$ cat config.mk
export PLATFORM = sky130hd
export DESIGN_NAME = bsmodmul_pm_flat
export DESIGN_NICKNAME = d
export VERILOG_FILES = /design/src/rtl/bsmod_pkg.sv /design/src/rtl/bsmodmul_pm_if.sv /design/src/rtl/bsfold.sv /design/src/rtl/bsmodmul_pm.sv /design/src/flat_wrapper.sv
export SDC_FILE = /design/constraint.sdc
export NUM_CORES = 1
export LEC_CHECK = 0
export CORE_MARGIN = 4
export CORE_UTILIZATION = 64
export CTS_CLUSTER_DIAMETER = 60
export DETAILED_ROUTE_END_ITERATION = 8
export PLACE_DENSITY = 0.82
export SLEW_MARGIN = 10
export SYNTH_ARGS = -nofsm -noshare
export SYNTH_HDL_FRONTEND = slang
export SYNTH_SLANG_ARGS = --single-unit
$ cat constraint.sdc
create_clock -name clk -period 5.18 [get_ports clk]
set_clock_uncertainty 0.1 [all_clocks]
set_input_delay 1.036 -clock clk [delete_from_list [all_inputs] [get_ports clk]]
set_output_delay 1.036 -clock clk [all_outputs]
set_load 0.005 [all_outputs]
$ cat src/rtl/bsmod_pkg.sv
// Shared types and elaboration-time helpers for the bit-serial pseudo-Mersenne
// modular multiplier (p = 2^LEN - C).
package bsmod_pkg;

    typedef enum logic {StIdle, StAcc} acc_state_e;

    // Cycle offset from the isync cycle to the cycle carrying result bit 0.
    function automatic int unsigned lat_cycles(input int unsigned len);
        return len + 3;
    endfunction

    // Width of an H*C + L fold result with one bit of headroom.
    function automatic int unsigned fold_width(input int unsigned len, input int unsigned c);
        return len + $clog2(c + 1) + 1;
    endfunction

    // C must be small enough that two folds plus one subtract fully reduce.
    function automatic bit modulus_ok(input int unsigned len, input int unsigned c);
        if (len < 8 || len > 64) begin
            return 1'b0;
        end
        if (c == 0) begin
            return 1'b0;
        end
        return 64'(c) < (64'd1 << (len / 2 - 1));
    endfunction

endpackage

$ cat src/rtl/bsmodmul_pm_if.sv
// Serial operand / serial result bundle of bsmodmul_pm.
interface bsmodmul_pm_if #(
    parameter int unsigned LEN = 24
) ();
    logic           a;
    logic [LEN-1:0] b;
    logic           isync;
    logic           q;
    logic           osync;
    logic           ovld;
    logic           ferr;

    modport master (output a, b, isync, input q, osync, ovld, ferr);
    modport slave  (input a, b, isync, output q, osync, ovld, ferr);
endinterface

$ cat src/rtl/bsfold.sv
// One registered fold stage: P = H*2^LEN + L is replaced by H*C + L.
module bsfold
    import bsmod_pkg::*;
#(
    parameter int unsigned LEN = 24,
    parameter int unsigned C   = 3,
    parameter int unsigned IW  = fold_width(LEN, C)
) (
    input  logic             clk,
    input  logic             reset,
    input  logic             i_vld,
    input  logic [2*LEN-1:0] i_p,
    output logic             o_vld,
    output logic [IW-1:0]    o_p
);

    logic [IW-1:0] w_h;
    logic [IW-1:0] w_l;
    logic [IW-1:0] w_sum;
    logic          r_vld;
    logic [IW-1:0] r_p;

    // H*C + L < 2^LEN * (C+1) always fits in IW bits, so no bits are lost here.
    assign w_h   = IW'(i_p[2*LEN-1:LEN]);
    assign w_l   = IW'(i_p[LEN-1:0]);
    assign w_sum = w_h * IW'(C) + w_l;

    always_ff @(posedge clk or negedge reset) begin
        if (!reset) begin
            r_vld <= 1'b0;
            r_p   <= '0;
        end else begin
            r_vld <= i_vld;
            if (i_vld) begin
                r_p <= w_sum;
            end
        end
    end

    assign o_vld = r_vld;
    assign o_p   = r_p;

endmodule

$ cat src/rtl/bsmodmul_pm.sv
// Bit-serial (A serial, B parallel) multiplier modulo p = 2^LEN - C with a fixed
// LEN+3 cycle latency and back-to-back frame support.
module bsmodmul_pm
    import bsmod_pkg::*;
#(
    parameter int unsigned LEN = 24,
    parameter int unsigned C   = 3
) (
    input  logic         clk,
    input  logic         reset,
    bsmodmul_pm_if.slave io_bus
);

    localparam int unsigned   IW    = fold_width(LEN, C);
    localparam int unsigned   CW    = $clog2(LEN + 1);
    localparam logic [IW-1:0] P_MOD = (IW'(1) << LEN) - IW'(C);

    if (!modulus_ok(LEN, C)) begin : g_bad_param
        $error("bsmodmul_pm: LEN must be 8..64 and 1 <= C < 2^(LEN/2-1)");
    end

    // ------------------------------------------------------------------
    // Input FSM: r_cnt is the index of the current input cycle (1..LEN);
    // cycle LEN of a frame is the hand-off cycle where the product is ready.
    // ------------------------------------------------------------------
    acc_state_e    r_state;
    acc_state_e    w_state_d;
    logic [CW-1:0] r_cnt;
    logic [CW-1:0] w_cnt_d;
    logic          w_in_frame;
    logic          w_start;
    logic          w_abort;
    logic          w_take;
    logic          w_prod_vld;

    always_ff @(posedge clk or negedge reset) begin
        if (!reset) begin
            r_state <= StIdle;
            r_cnt   <= '0;
        end else begin
            r_state <= w_state_d;
            r_cnt   <= w_cnt_d;
        end
    end

    always_comb begin
        w_state_d = r_state;
        w_cnt_d   = r_cnt;
        unique case (r_state)
            StIdle: begin
                if (io_bus.isync) begin
                    w_state_d = StAcc;
                    w_cnt_d   = CW'(1);
                end
            end
            StAcc: begin
                if (io_bus.isync) begin
                    w_state_d = StAcc;
                    w_cnt_d   = CW'(1);
                end else if (r_cnt == CW'(LEN)) begin
                    w_state_d = StIdle;
                    w_cnt_d   = '0;
                end else begin
                    w_cnt_d = r_cnt + CW'(1);
                end
            end
            default: begin
                w_state_d = StIdle;
                w_cnt_d   = '0;
            end
        endcase
    end

    always_comb begin
        w_in_frame = (r_state == StAcc) && (r_cnt != CW'(LEN));
        w_start    = io_bus.isync;
        w_abort    = io_bus.isync && w_in_frame;
        w_take     = io_bus.isync || w_in_frame;
        w_prod_vld = (r_state == StAcc) && (r_cnt == CW'(LEN));
    end

    assign io_bus.ferr = w_abort;

    // ------------------------------------------------------------------
    // Shift-and-add accumulator; r_bsh holds B << i for the next A bit.
    // A new frame restarts from zero, which also discards an aborted one.
    // ------------------------------------------------------------------
    logic [2*LEN-1:0] r_acc;
    logic [2*LEN-1:0] r_bsh;
    logic [2*LEN-1:0] w_bsh_cur;
    logic [2*LEN-1:0] w_acc_base;
    logic [2*LEN-1:0] w_addend;

    always_comb begin
        w_bsh_cur  = w_start ? {{LEN{1'b0}}, io_bus.b} : r_bsh;
        w_acc_base = w_start ? '0 : r_acc;
        w_addend   = io_bus.a ? w_bsh_cur : '0;
    end

    always_ff @(posedge clk or negedge reset) begin
        if (!reset) begin
            r_acc <= '0;
            r_bsh <= '0;
        end else if (w_take) begin
            r_acc <= w_acc_base + w_addend;
            r_bsh <= w_bsh_cur << 1;
        end
    end

    // ------------------------------------------------------------------
    // Two folds bring the product below 2p; one conditional subtract finishes.
    // ------------------------------------------------------------------
    logic             w_f1_vld;
    logic [IW-1:0]    w_f1_p;
    logic [2*LEN-1:0] w_f1_ext;
    logic             w_f2_vld;
    logic [IW-1:0]    w_f2_p;
    logic [LEN-1:0]   w_red;

    bsfold #(
        .LEN (LEN),
        .C   (C),
        .IW  (IW)
    ) u_fold1 (
        .clk   (clk),
        .reset (reset),
        .i_vld (w_prod_vld),
        .i_p   (r_acc),
        .o_vld (w_f1_vld),
        .o_p   (w_f1_p)
    );

    assign w_f1_ext = (2*LEN)'(w_f1_p);

    bsfold #(
        .LEN (LEN),
        .C   (C),
        .IW  (IW)
    ) u_fold2 (
        .clk   (clk),
        .reset (reset),
        .i_vld (w_f1_vld),
        .i_p   (w_f1_ext),
        .o_vld (w_f2_vld),
        .o_p   (w_f2_p)
    );

    assign w_red = LEN'((w_f2_p >= P_MOD) ? (w_f2_p - P_MOD) : w_f2_p);

    // ------------------------------------------------------------------
    // Output shift register; the subtract result is loaded directly so bit 0
    // appears in cycle LEN+3. A load in the last bit cycle abuts frames.
    // ------------------------------------------------------------------
    logic [LEN-1:0] r_sh;
    logic [CW-1:0]  r_ocnt;

    always_ff @(posedge clk or negedge reset) begin
        if (!reset) begin
            r_sh   <= '0;
            r_ocnt <= '0;
        end else if (w_f2_vld) begin
            r_sh   <= w_red;
            r_ocnt <= CW'(LEN);
        end else if (r_ocnt != '0) begin
            r_sh   <= r_sh >> 1;
            r_ocnt <= r_ocnt - CW'(1);
        end
    end

    assign io_bus.ovld  = (r_ocnt != '0);
    assign io_bus.osync = (r_ocnt == CW'(LEN));
    assign io_bus.q     = io_bus.ovld & r_sh[0];

endmodule

$ cat src/flat_wrapper.sv
// flat-port wrapper written by rule: the top's interface ports become plain ports
module bsmodmul_pm_flat import bsmod_pkg::*;
#(
    parameter int unsigned LEN = 24,
    parameter int unsigned C   = 3
)
  (clk, reset, io_bus_a, io_bus_b, io_bus_isync, io_bus_q, io_bus_osync, io_bus_ovld, io_bus_ferr);
  bsmodmul_pm_if #(.LEN(LEN)) io_bus_i ();
  input  logic clk;
  input  logic reset;
  input wire logic [$bits(io_bus_i.a)-1:0] io_bus_a;
  input wire logic [$bits(io_bus_i.b)-1:0] io_bus_b;
  input wire logic [$bits(io_bus_i.isync)-1:0] io_bus_isync;
  output wire logic [$bits(io_bus_i.q)-1:0] io_bus_q;
  output wire logic [$bits(io_bus_i.osync)-1:0] io_bus_osync;
  output wire logic [$bits(io_bus_i.ovld)-1:0] io_bus_ovld;
  output wire logic [$bits(io_bus_i.ferr)-1:0] io_bus_ferr;
  assign io_bus_i.a = io_bus_a;
  assign io_bus_i.b = io_bus_b;
  assign io_bus_i.isync = io_bus_isync;
  assign io_bus_q = io_bus_i.q;
  assign io_bus_osync = io_bus_i.osync;
  assign io_bus_ovld = io_bus_i.ovld;
  assign io_bus_ferr = io_bus_i.ferr;
  bsmodmul_pm #(.LEN(LEN), .C(C)) u_core (.clk(clk), .reset(reset), .io_bus(io_bus_i));
endmodule
# Word level (Yosys, flattened, before mapping)
# Index checks and enable logic that the tools add are counted.
dict set report word_totals {
  out_inout_bits 4
  regBits 186
  wordCells 47
}
dict set report op_classes {
  reduce_logical 6
  n_eq_ne 4
  addsub 6
  bitwise_logic 2
  n_lt_le_gt_ge 1
  multipliers 2
  mux 16
}
# cell n
set op_table {}
lappend op_table {{48-bit two-way mux} 3}
lappend op_table {{24-bit two-way mux} 3}
lappend op_table {{27-bit by 24-bit adder with 27-bit output} 2}
lappend op_table {{48-bit adder} 1}
lappend op_table {{27-bit by 24-bit >= comparator with 1-bit output, second input constant} 1}
lappend op_table {{24-bit by 2-bit multiplier with 26-bit output, second input constant} 1}
lappend op_table {{5-bit two-way mux} 5}
lappend op_table {{24-bit subtractor, second input constant} 1}
lappend op_table {{5-bit equality test, second input constant} 2}
lappend op_table {{5-bit case mux with 2 select lines} 1}
lappend op_table {{5-bit by 1-bit adder with 5-bit output, second input constant} 1}
lappend op_table {{3-bit by 2-bit multiplier with 5-bit output, second input constant} 1}
lappend op_table {{5-bit != test, second input constant} 1}
lappend op_table {{5-bit nonzero test} 1}
lappend op_table {{5-bit by 1-bit subtractor with 5-bit output, second input constant} 1}
lappend op_table {{1-bit logical AND} 3}
lappend op_table {{1-bit two-way mux} 3}
lappend op_table {{2-bit != test, second input constant} 1}
lappend op_table {{1-bit case mux with 2 select lines} 1}
lappend op_table {{2-bit nonzero test} 1}
lappend op_table {{1-bit AND} 1}
lappend op_table {{1-bit logical OR} 1}
lappend op_table {{1-bit NOT} 1}

# Depth between registers and ports, before layout
# Gate-level depths: netlist of run 1.
dict set report logic_depth {
  depth_word 4
  mapped_depth 22
  ltp_nobuf 22
}

# By module
# A second synthesis of run 1 with hierarchy kept.
dict set report hier_totals {
  hier_cells 1672
  hier_area_um2 14861.8
}
# mod cells_per_inst seq_area_each_um2 n_inst area_per_inst_um2
set by_module_without_submodules {}
lappend by_module_without_submodules {bsmodmul_pm 1104 3253.1 1 9243.9}
lappend by_module_without_submodules {{bsfold (u_core.u_fold2)} 292 675.6 1 2882.8}
lappend by_module_without_submodules {{bsfold (u_core.u_fold1)} 276 675.6 1 2735.1}

# Worst setup path before layout of run 1
# No wires, ideal clock.
dict set report synth_path {
  kind {input to register}
  startpoint {input port io_bus_isync}
  endpoint {register u_core.r_acc[47]}
  path_slack_ns 0.553
  setup_time_ns 0.079
  path_stages 16
  arrival_time_ns 4.448
  path_cell_list {clkbuf_1 > clkbuf_1 > buf_1 > nand2_1 > a21boi_0 > ha_1 > a2111oi_4 > o21ai_2 > a211oi_4 > a41oi_2 > a31o_2 > a21oi_4 > o311ai_4 > a31oi_4 > o21ba_1 > mux2i_1}
}
dict set report synth_via {
  elab_chain_len 3
  word_cells_on_any_way 5
  classes_between {1 x add/sub; 3 x mux; 1 x reduce/logical}
}
# element line_no
set synth_lines {}
lappend synth_lines {{start: declaration} flat_wrapper.sv:13} ;# input wire logic [$bits(io_bus_i.isync)-1:0] io_bus_isync;
lappend synth_lines {{48-bit two-way mux} bsmodmul_pm.sv:95} ;# w_bsh_cur = w_start ? {{LEN{1'b0}}, io_bus.b} : r_bsh;
lappend synth_lines {{48-bit two-way mux} bsmodmul_pm.sv:97} ;# w_addend = io_bus.a ? w_bsh_cur : '0;
lappend synth_lines {{48-bit adder} bsmodmul_pm.sv:105} ;# r_acc <= w_acc_base + w_addend;
lappend synth_lines {{end signal: assignment} bsmodmul_pm.sv:105}
lappend synth_lines {{end: declaration} bsmodmul_pm.sv:88} ;# logic [2*LEN-1:0] r_acc;
# Parallel ways exist; a longest one is shown, timed or not.
# A chain may end at the register's enable or synchronous reset.

# Worst setup path in the final report of run 1
dict set report layout_path {
  startpoint {register u_core.r_acc[24]}
  endpoint {register u_core.u_fold1.r_p[24] (netlist: u_core.u_fold1.o_p[24])}
}
dict set report layout_via {
  elab_chain_len 2
}
# element line_no
set layout_lines {}
lappend layout_lines {{24-bit by 2-bit multiplier with 26-bit output} bsfold.sv:26} ;# assign w_sum = w_h * IW'(C) + w_l;
lappend layout_lines {{27-bit by 24-bit adder with 27-bit output} bsfold.sv:26}
lappend layout_lines {{end signal: assignment} bsfold.sv:35} ;# r_p <= w_sum;
lappend layout_lines {{end: declaration} bsfold.sv:21} ;# logic [IW-1:0] r_p;
# Every way passes these cells.

==> impl_results.md, run 1 <==
- FMAX: about 220 MHz
- Hold Path Sink: u_core.u_fold1.o_p[3]
- Pwr per Cell Area: about 250 nW/um2
- Clock buffer depth: 2
- Detailed Route Iter0 Violations: about 910
- Net Count, Synth: around 1.8k
- Worst setup SP type: flop
- Crit share post-route: around 90%
- Yosys warns: 0
- Hold path depth: 2
- Worst Path Arrival: slightly below 5 ns
- Number of synthesized register bits: ~180
- Full die area: 24,200 um2
- RR Endpoint: u_core.u_fold1.o_p[24]
- HP Start: u_core.u_fold1.o_p[3]
- Reg2Reg Launch Point: u_core.r_acc[24]
- Post-synthesis sequential area ratio: about a third
- Die W: about 160 um
- Maximum vdd drop: 0.174 mV
- Final worst slack: 0.540 ns
- Num rows: between 50 and 60
- Worst Max-Slew Pin Slew: around 0.9 ns
- Core Region: 21,200 um2
- Mean Syn Cell Area: around 8.4 um2
- Top-area cell type share of the netlist area: 33.1%
- Final setup viols: 0
- Slew Limit Headroom: 41.3%
- Final nets: about 1.8k
- Vias in the first global route: between 10k and 15k
- Routed WL: 32.1 mm
- Post-DP HPWL: around 25 mm
- Unrepaired setup endpoints after global routing: no
- Pre-CTS setup slack: 0.271 ns
- Cells after Synth: 1,653
- Worst setup path category: flop to flop
- CTS tree: built
- Layout fillers: approximately 1.8k
- Total CTS buffers: 17
- Clock transition at the registers of the reported paths: 0.07 ns
- Leading area contributor after synthesis: dfrtp_1
- Io pins: 32
- DR pass1 iterations: 8
- Initial Util: 65.6%
- Post-Synthesis Cell Area: approximately 14,000 um2
- Critical path cell sequence: ha_1, inv_1, fa_1, nor2b_1, o21ai_0, a21bo_2, a211oi_1, o31ai_1, nand2b_1, a31o_2, a21o_1, a21oi_1, xnor2_1, ha_1, a21o_1, a221o_1, a21oi_1, o21ai_1, xnor2_1, o21ai_1
- DR vias: between 10k and 15k
- Height of the die: around 160 um
- H-Tree Depth: 4
- Worst Hold Class: flop to flop
- # port buffers: 31
- Initial antenna violation count: 1
- Drt drc: 0
- Most frequent cells in the layout: nand2_1 (202), dfrtp_1 (184), a21oi_1 (152)
- First-pass GRT wire length: around 55 mm
- Area growth syn-to-layout: 8.20%
- Root Buffer: clkbuf_16
- Antenna viol nets, final: 0
- Final hold slack: 0.413 ns
- Vias/cell: between 5 and 6
- Post_cts resized: 0
- Fin area: 15,100 um2
- Fin Setup TNS: 0 ns
- MaxCap Viol Count: 0
- Sink Count: around 180
- GRT Resource Usage Total: between 20% and 30%
- CP Capture Type: flop
- Worst-skew pair later-pin latency: around 0.44 ns
- Post-CTS setup buffers: 0
- Max stage delay on crit path: 0.41 ns
- Layout cell share with drive strength beyond 1: about 5.4%
- Routed len/inst: around 16 um
- Async S/R FF share, synth: 100%
- Top FF cell, synth: dfrtp_1
- Largest net degree at the start of global routing: 65
- Reg2Reg Depth: 20
- Inserted Diodes: 0
- Hold Violations, Final: 0
- Synth area leaders: dfrtp_1 (33%), ha_1 (10%), a21oi_1 (5.5%)
- Number of synthesized flops with an enable pin: 0
- Standby leakage power: roughly 7.2 nW
- Crit Path Max Fanout: 4
- Grt total ovfl: 0
- R2R setup slack: between 0.5 and 0.6 ns
- Final Slew Violations: 0
- Worst Setup SP: u_core.r_acc[24]
- Min Tclk post-route: approximately 4.6 ns
- Yosys cell types: 74
- Placer Congestion: between 0.9 and 1
- CP required: 5.38 ns
- Commonest non-fill, non-tap cell in the layout: nand2_1
- DP Area: approximately 15,000 um2
- Critical-path top delay cell: dfrtp_1
- Hold-fix buffers, CTS: 0
- Status: completed
cells by family (layout without fill, tap and decap cells):
kind of cell	Yosys count	in the layout	share of synthesized area, %
simple gates	590	590	20.2
flops	184	184	33.1
buf+inv	118	136	3.18
fa+ha+maj	116	116	10.7
mux	59	59	4.32
compound gates	465	465	20.9
xor+xnor	121	121	7.61
power breakdown:
part           internal, mW  leakage, nW  switching (mW)
clock                 0.632        0.280           0.613
sequential             1.54         2.47           0.117
combinational         0.372         4.49           0.485
layer usage:
layer,routed length (um),global-route usage [%],part of all wire [%],vias to the layer above
met1,14900,37.9,47,5475
met2,15000,45.5,47,264
met5,13,0,0.041,-
li1,-,-,-,5845
met4,740,8.17,2.3,2
met3,1370,3.87,4.3,58
area by class of cell:
class	count	area, um2	share of cell area, %
inverters	48	180	1.20
flip-flops and latches	184	4600	30.6
repair buffers	56	497	3.30
multi-input cells	1351	8890	59.0
well taps	275	344	2.28
clock inverters	15	129	0.855
clock buffers	17	425	2.82
through the flow:
stage,utilization (%),power (mW),cells
after floorplan,-,2.27,1653
after global placement,68.4,2.50,1914
after detailed placement,68.4,2.53,1914
after CTS,71.0,3.78,1946
after global routing,71.0,3.96,1946
final,71.0,3.76,1946
worst max path at each step:
stage	slack, ns	end
finish	0.54	u_core.u_fold1.o_p[24]
global route	0.08	u_core.u_fold1.o_p[25]
CTS	0.54	u_core.u_fold1.o_p[24]
detailed placement	0.27	u_core.r_acc[47]
global placement	0.40	u_core.r_acc[47]
floorplan	0.55	u_core.r_acc[47]
sequential cells by signal, indices dropped and copies added, names as in the netlist:
register,count
u_core.r_acc,48
u_core.r_bsh,47
u_core.r_cnt,5
u_core.r_ocnt,5
u_core.r_sh,24
u_core.r_state,1
u_core.u_fold1.o_p,27
u_core.u_fold1.o_vld,1
u_core.u_fold2.o_p,25
u_core.u_fold2.o_vld,1
cell usage after synthesis (4+ instances only):
cell type / number
a211oi_1: 14
o31ai_1: 10
nor4_1: 4
o211ai_1: 7
and3_1: 15
nand3_1: 32
nand2_1: 202
a21o_1: 41
mux2_2: 9
nor2_1: 135
fa_1: 5
buf_1: 10
and2_1: 31
a21oi_1: 152
a31oi_1: 11
a211o_1: 5
o21a_1: 7
or2_2: 5
inv_1: 48
or3_1: 8
o21bai_1: 9
clkbuf_1: 60
a21boi_0: 25
ha_1: 111
o21ai_0: 116
nor3_1: 23
mux2i_1: 50
nand2b_1: 41
o21ai_1: 22
xor2_1: 49
nand4_1: 17
dfrtp_1: 184
xnor2_1: 72
and4_1: 4
nor2b_1: 59
worst max-delay path: cells and delay by family (launching register included):
family / cells / cell delay (ns)
DFF: 1 / 0.41
xor gates and xnor gates: 2 / 0.50
and+or+nand+nor: 2 / 0.24
buffers and inverters: 1 / 0.07
adders and majority gates: 3 / 0.96
AOI/OAI and AO/OA: 12 / 2.25
(Power assumes the default switching activity.)
==> run 2: changes to the inputs <==
--- a/config.mk
+++ b/config.mk
@@ -6,10 +6,9 @@
 export NUM_CORES = 1
 export LEC_CHECK = 0
 export CORE_MARGIN = 4
-export CORE_UTILIZATION = 64
+export CORE_UTILIZATION = 48
 export CTS_CLUSTER_DIAMETER = 60
 export DETAILED_ROUTE_END_ITERATION = 8
-export PLACE_DENSITY = 0.82
 export SLEW_MARGIN = 10
 export SYNTH_ARGS = -nofsm -noshare
 export SYNTH_HDL_FRONTEND = slang
==> run 2 against run 1 <==
Net effect:
- power increased by 0.70%
- largest cell class unchanged
- register-to-register slack worse by 0.097 ns
- wire length is 2.0% higher
- first-iteration DRC count down 24%
- sequential share of layout area decreased by 0.27 points
- clock-buffer cell count increased by 3
- worst hold slack got worse by 0.020 ns
- global-route usage is 6.7 points lower
- critical path type unchanged
- combinational power is essentially flat
==> impl_results.md, run 2 (synthesis results as in run 1) <==
- Status: completed
- Maximum vdd drop: 0.237 mV
- Num rows: 62
- R2R setup slack: between 0.4 and 0.5 ns
- MaxCap Viol Count: 0
- Full die area: 31,800 um2
- Worst setup SP type: flop
- Final setup viols: 0
- Initial Util: 48.5%
- First-pass GRT wire length: roughly 54 mm
- Final nets: around 1.8k
- Final Slew Violations: 0
- Post_cts resized: 0
- Hold path depth: 2
- Clock buffer depth: 2
- Pwr per Cell Area: ~250 nW/um2
- Sink Count: 184
- Area growth syn-to-layout: 9.18%
- Worst Hold Class: flop to flop
- Worst Setup SP: u_core.r_acc[25]
- Post-DP HPWL: 25.2 mm
- H-Tree Depth: 4
- Worst setup path category: flop to flop
- HP Start: u_core.u_fold1.o_p[3]
- RR Endpoint: u_core.u_fold1.o_p[24]
- Clock transition at the registers of the reported paths: approximately 0.070 ns
- CP Capture Type: flop
- Hold Violations, Final: 0
- Total CTS buffers: 17
- Total power: 3.79 mW
- Top reg by flops: u_core.r_acc
- DR pass1 iterations: 5
- Crit share post-route: slightly above 90%
- Io pins: 32
- Crit Path Max Fanout: 4
- Post-layout util: around 53%
- Reg2Reg Depth: 20
- Placed insts: about 2.0k
- GRT Resource Usage Total: a little over a fifth
- Most frequent cells in the layout: nand2_1 (202), dfrtp_1 (184), a21oi_1 (152)
- Detailed Route Iter0 Violations: 690
- Layout cell share with drive strength beyond 1: 5.10%
- FMAX: between 200 and 250 MHz
- Final hold slack: between 0.3 and 0.4 ns
- Largest net degree at the start of global routing: 110
- Antenna viol nets, final: 0
- Non-filler instance count after layout: around 2.1k
- CP required: 5.38 ns
- Inserted Diodes: 0
- Standby leakage power: a little over 7 nW
- Grt total ovfl: 0
- Worst-skew pair later-pin latency: 0.44 ns
- Reg2Reg Launch Point: u_core.r_acc[25]
- Root Buffer: clkbuf_16
- Layout fillers: between 2k and 3k
- Vias/cell: about 5.5
- Initial antenna violation count: 0
- Worst Max-Slew Pin Slew: between 0.9 and 1 ns
- Min Tclk post-route: 4.74 ns
- Number of flip-flops in the largest register: 48
- Post-CTS setup buffers: 0
- Routed WL: around 33 mm
- Commonest non-fill, non-tap cell in the layout: nand2_1
- Hold Path Sink: u_core.u_fold1.o_p[3]
- Fin Setup TNS: 0 ns
- Slew Limit Headroom: roughly two fifths
- Drt drc: 0
- DR vias: 11.3k
- Vias in the first global route: roughly 11k
- Worst Path Arrival: approximately 4.9 ns
- Placer Congestion: 0.882
- Routed len/inst: around 16 um
- Hold-fix buffers, CTS: 0
- CTS tree: built
- Core Region: about 29,000 um2
- Unrepaired setup endpoints after global routing: no
- Height of the die: ~180 um
- Die W: around 180 um
- # port buffers: 31
-- run 2: cell count changes in the layout (fill, tap and decap cells not counted), sizes merged --
cell and change:
buf -4, clkbuf +4, inv -4, clkinv -3, clkinvlp +3, bufinv +1
-- run 2: cell type report --
cell class / instances / area [um2] / area share (%)
Multi-Input combinational cell: 1351 / 8890 / 58.5
Tap cell: 384 / 480 / 3.16
Inverter: 48 / 180 / 1.18
Timing Repair Buffer: 53 / 489 / 3.22
Sequential cell: 184 / 4600 / 30.3
Clock inverter: 12 / 115 / 0.757
Clock buffer: 20 / 447 / 2.94
-- run 2: how the worst max path moves through the flow --
| stage | end | slack, ns | cells after the start |
|---|---|---|---|
| floorplan | u_core.r_acc[47] | 0.55 | 16 |
| global placement | u_core.r_acc[44] | 0.27 | 14 |
| detailed placement | u_core.r_acc[44] | 0.18 | 14 |
| CTS | u_core.u_fold1.o_p[24] | 0.41 | 20 |
| global route | u_core.u_fold1.o_p[25] | 0.08 | 22 |
| finish | u_core.u_fold1.o_p[24] | 0.44 | 20 |
-- run 2: routing by layer --
| layer | global-route usage (%) | vias to the layer above | wire length [um] |
|---|---|---|---|
| li1 | - | 5829 | - |
| met1 | 29.5 | 5293 | 16100 |
| met2 | 34.4 | 173 | 15300 |
| met3 | 2.50 | 21 | 965 |
| met4 | 4.29 | 0 | 284 |
| met5 | 0 | - | 0 |
-- run 2: critical path, stage by stage (launching register included) --
cell	delay, ns
dfrtp_1	0.39
ha_1	0.21
inv_1	0.06
fa_1	0.40
nor2b_1	0.12
o21ai_0	0.10
a21bo_2	0.26
a211oi_1	0.44
o31ai_1	0.15
nand2b_1	0.13
a31o_2	0.20
xor2_1	0.20
ha_1	0.30
and3_1	0.24
o21ai_0	0.08
o211ai_1	0.20
a221o_1	0.34
a21oi_1	0.22
o21ai_1	0.14
xnor2_1	0.23
o21ai_1	0.08
-- run 2: metrics by stage --
stage                     setup WS [ns]  instance area, um2
after CTS                         0.405               15200
after detailed placement          0.180               14600
final                             0.443               15200
after floorplan                   0.553               13900
after global placement            0.267               14600
after global routing             0.0816               15200
-- run 2: power breakdown --
part	leakage (nW)	total [mW]	switching (mW)	internal [mW]
logic	4.49	0.858	0.486	0.372
clock network	0.268	1.27	0.590	0.682
registers	2.47	1.66	0.115	1.54
==> run 3: changes to the inputs <==
--- a/config.mk
+++ b/config.mk
@@ -5,10 +5,11 @@
 export SDC_FILE = /design/constraint.sdc
 export NUM_CORES = 1
 export LEC_CHECK = 0
-export CORE_MARGIN = 4
+export CORE_MARGIN = 2
 export CORE_UTILIZATION = 48
 export CTS_CLUSTER_DIAMETER = 60
 export DETAILED_ROUTE_END_ITERATION = 8
+export PLACE_DENSITY = 0.67
 export SLEW_MARGIN = 10
 export SYNTH_ARGS = -nofsm -noshare
 export SYNTH_HDL_FRONTEND = slang
==> constraint.sdc (replaced) <==
create_clock -name clk -period 3.95 [get_ports clk]
set_clock_uncertainty 0.1 [all_clocks]
set_input_delay 0.79 -clock clk [delete_from_list [all_inputs] [get_ports clk]]
set_output_delay 0.79 -clock clk [all_outputs]
set_load 0.005 [all_outputs]
==> run 3 against run 2 <==
Net effect:
- the run now ends with setup timing left
- setup slack worse by 0.67 ns
- via count is 8.9% higher
- maximum frequency is 13% higher
- cell count is 10% higher
- register-to-register slack worse by 0.67 ns
- clock-buffer cell count is 3 lower
- worst hold slack worse by 0.11 ns
- global-route usage is 2.5 points higher
- power is 45% higher
- design area is 13% higher
- critical path type unchanged
- critical endpoint unchanged
- largest power group unchanged
==> impl_results.md, run 3 (synthesis results as in run 1) <==
- Status: finished, violations left
- Failing checks: setup timing
- Antenna viol nets, final: 0
- Maximum vdd drop: around 0.27 mV
- Detailed Route Iter0 Violations: 643
- Commonest non-fill, non-tap cell in the layout: buf_4
- Vias in the first global route: 12.3k
- Clock transition at the registers of the reported paths: ~0.09 ns
- Top reg by flops: u_core.r_acc
- FMAX: around 240 MHz
- Max stage delay on crit path: 0.38 ns
- # port buffers: 31
- Routed WL: 35.2 mm
- Post-DP HPWL: between 20 and 30 mm
- Full die area: a little over 30,000 um2
- Total CTS buffers: 17
- Grt total ovfl: 0
- Seq pwr share: approximately two fifths
- Largest net degree at the start of global routing: 96
- Io pins: 32
- P_sw: approximately 1.9 mW
- Most frequent cells in the layout: buf_4 (225), nand2_1 (201), dfrtp_1 (183)
- Inserted Diodes: 0
- Final worst slack: -0.223 ns
- DR vias: roughly 12k
- Worst setup path category: flop to flop
- Worst Hold Class: input port to async pin
- Final setup viols: 10
- Unrepaired setup endpoints after global routing: yes
- Number of flip-flops in the largest register: 48
- CP Capture Type: flop
- Drt drc: 0
- Layout fillers: roughly 2.5k
- Area growth syn-to-layout: 23.9%
- Area occupied by multi-input gates: ~9200 um2
- Min Tclk post-route: around 4.2 ns
- Fin Setup TNS: -1.08 ns
- Core Region: 28,600 um2
- Placer Congestion: 0.901
- Count of buffer and inverter cells on the critical path: 2
- Hold-fix buffers, CTS: 0
- Num rows: just over 60
- Final Slew Violations: 0
- Height of the die: 174 um
- DR pass1 iterations: 8
- Crit Path Max Fanout: 3
- Die W: about 170 um
- Gate power share: a little over a quarter
- Final nets: 2,007
- Critical-path top delay cell: dfrtp_1
- Clock buffer depth: 2
- Crit share post-route: 106%
- Standby leakage power: 8.41 nW
- GRT Resource Usage Total: between 20% and 30%
- Slew Limit Headroom: roughly 47%
- MaxCap Viol Count: 0
- Initial Util: approximately half
- CTS tree: built
- Sink Count: approximately 180
- Storage cell area: 4610 um2
- Worst Path Arrival: roughly 4.4 ns
- CP required: about 4.2 ns
- Top delay family on crit path: compound AO/OA/AOI/OAI gates
- Vias/cell: between 5 and 6
- Layout cell share with drive strength beyond 1: about a fifth
- Pre-CTS setup slack: -0.551 ns
- Worst setup SP type: flop
- Worst Max-Slew Pin Slew: 0.801 ns
- Final hold slack: 0.283 ns
- R2R setup slack: -0.22 ns
- H-Tree Depth: 4
- Root Buffer: clkbuf_16
- Total power: 5.48 mW
- Pwr per Cell Area: ~320 nW/um2
- Initial antenna violation count: 1
- Sw frac: 33.9%
- Hold Violations, Final: 0
- Critical path cell sequence: ha_2, inv_2, fa_2, nor2b_1, o21ai_1, a21bo_2, nand2b_1, a21oi_2, xnor2_2, ha_4, o211ai_1, buf_4, nor3_4, o41ai_4, o31a_1, o211ai_1, a221o_1, a21oi_2, o21ai_2, xnor2_1, o21ai_1
- Routed len/inst: around 16 um
- Worst-skew pair later-pin latency: 0.47 ns
- First-pass GRT wire length: 58.6 mm
- Int Pwr: between 3 and 4 mW
- Clock power frac: between 30 and 40%
-- run 3: repair_timing --
action | CTS | global route
pin swaps | 45 | 55
gates cloned | 0 | 0
endpoints found under the setup margin | 16 | 22
resized for setup | 42 | 34
buffers inserted | 11 | 6
hold endpoints to repair | 0 | 0
-- run 3: area by class of cell --
class | instances | area share (%)
Multi-Input combinational cell | 1351 | 53.6
Sequential cell | 184 | 26.7
Timing Repair Buffer | 261 | 12.1
Tap cell | 384 | 2.79
Clock buffer | 17 | 2.47
Clock inverter | 15 | 1.25
Inverter | 48 | 1.04
-- run 3: power groups by stage --
| stage | Combinational (mW) | Clock [mW] | Sequential [mW] |
|---|---|---|---|
| after floorplan | 0.844 | 0 | 2.14 |
| after global placement | 1.30 | 0 | 2.20 |
| after detailed placement | 1.33 | 0 | 2.21 |
| after CTS | 1.38 | 1.91 | 2.17 |
| after global routing | 1.58 | 1.98 | 2.20 |
| final | 1.42 | 1.87 | 2.18 |
-- run 3: worst paths after layout --
kind,start,endpoint,cells after the start
min reg2reg,u_core.u_fold2.o_vld,u_core.r_ocnt[0],1
max in group asynchronous,reset,u_core.r_bsh[30],2
min,reset,u_core.r_sh[5],1
max,u_core.r_acc[25],u_core.u_fold1.o_p[24],21
min in group clk,u_core.u_fold2.o_vld,u_core.r_ocnt[0],1
max reg2reg,u_core.r_acc[25],u_core.u_fold1.o_p[24],21
-- run 3: layer usage --
metal	vias to the layer above	wire (um)	global-route usage, %	share of wire, %
li1	6235	-	-	-
met4	0	678	6.79	1.9
met1	5836	16300	29.6	46
met5	-	0	0	0
met2	202	17200	41.2	49
met3	54	1080	3.41	3.1
-- run 3: worst reg2reg max path, delay by kind of cell (launching register included) --
family | cells | cell delay (ns)
AND/OR/NAND/NOR | 3 | 0.28
AO/OA/AOI/OAI | 11 | 1.90
XOR/XNOR | 2 | 0.37
buffers and inverters | 2 | 0.23
flip-flops | 1 | 0.38
adder cells (fa/ha/maj) | 3 | 0.79
-- run 3: through the flow --
stage	std cells	cell area, um2	utilization (%)
global route	2260	17300	60.3
floorplan	1653	14000	-
detailed placement	2213	16200	56.4
CTS	2254	17100	59.6
global placement	2213	16200	56.4
finish	2260	17300	60.3
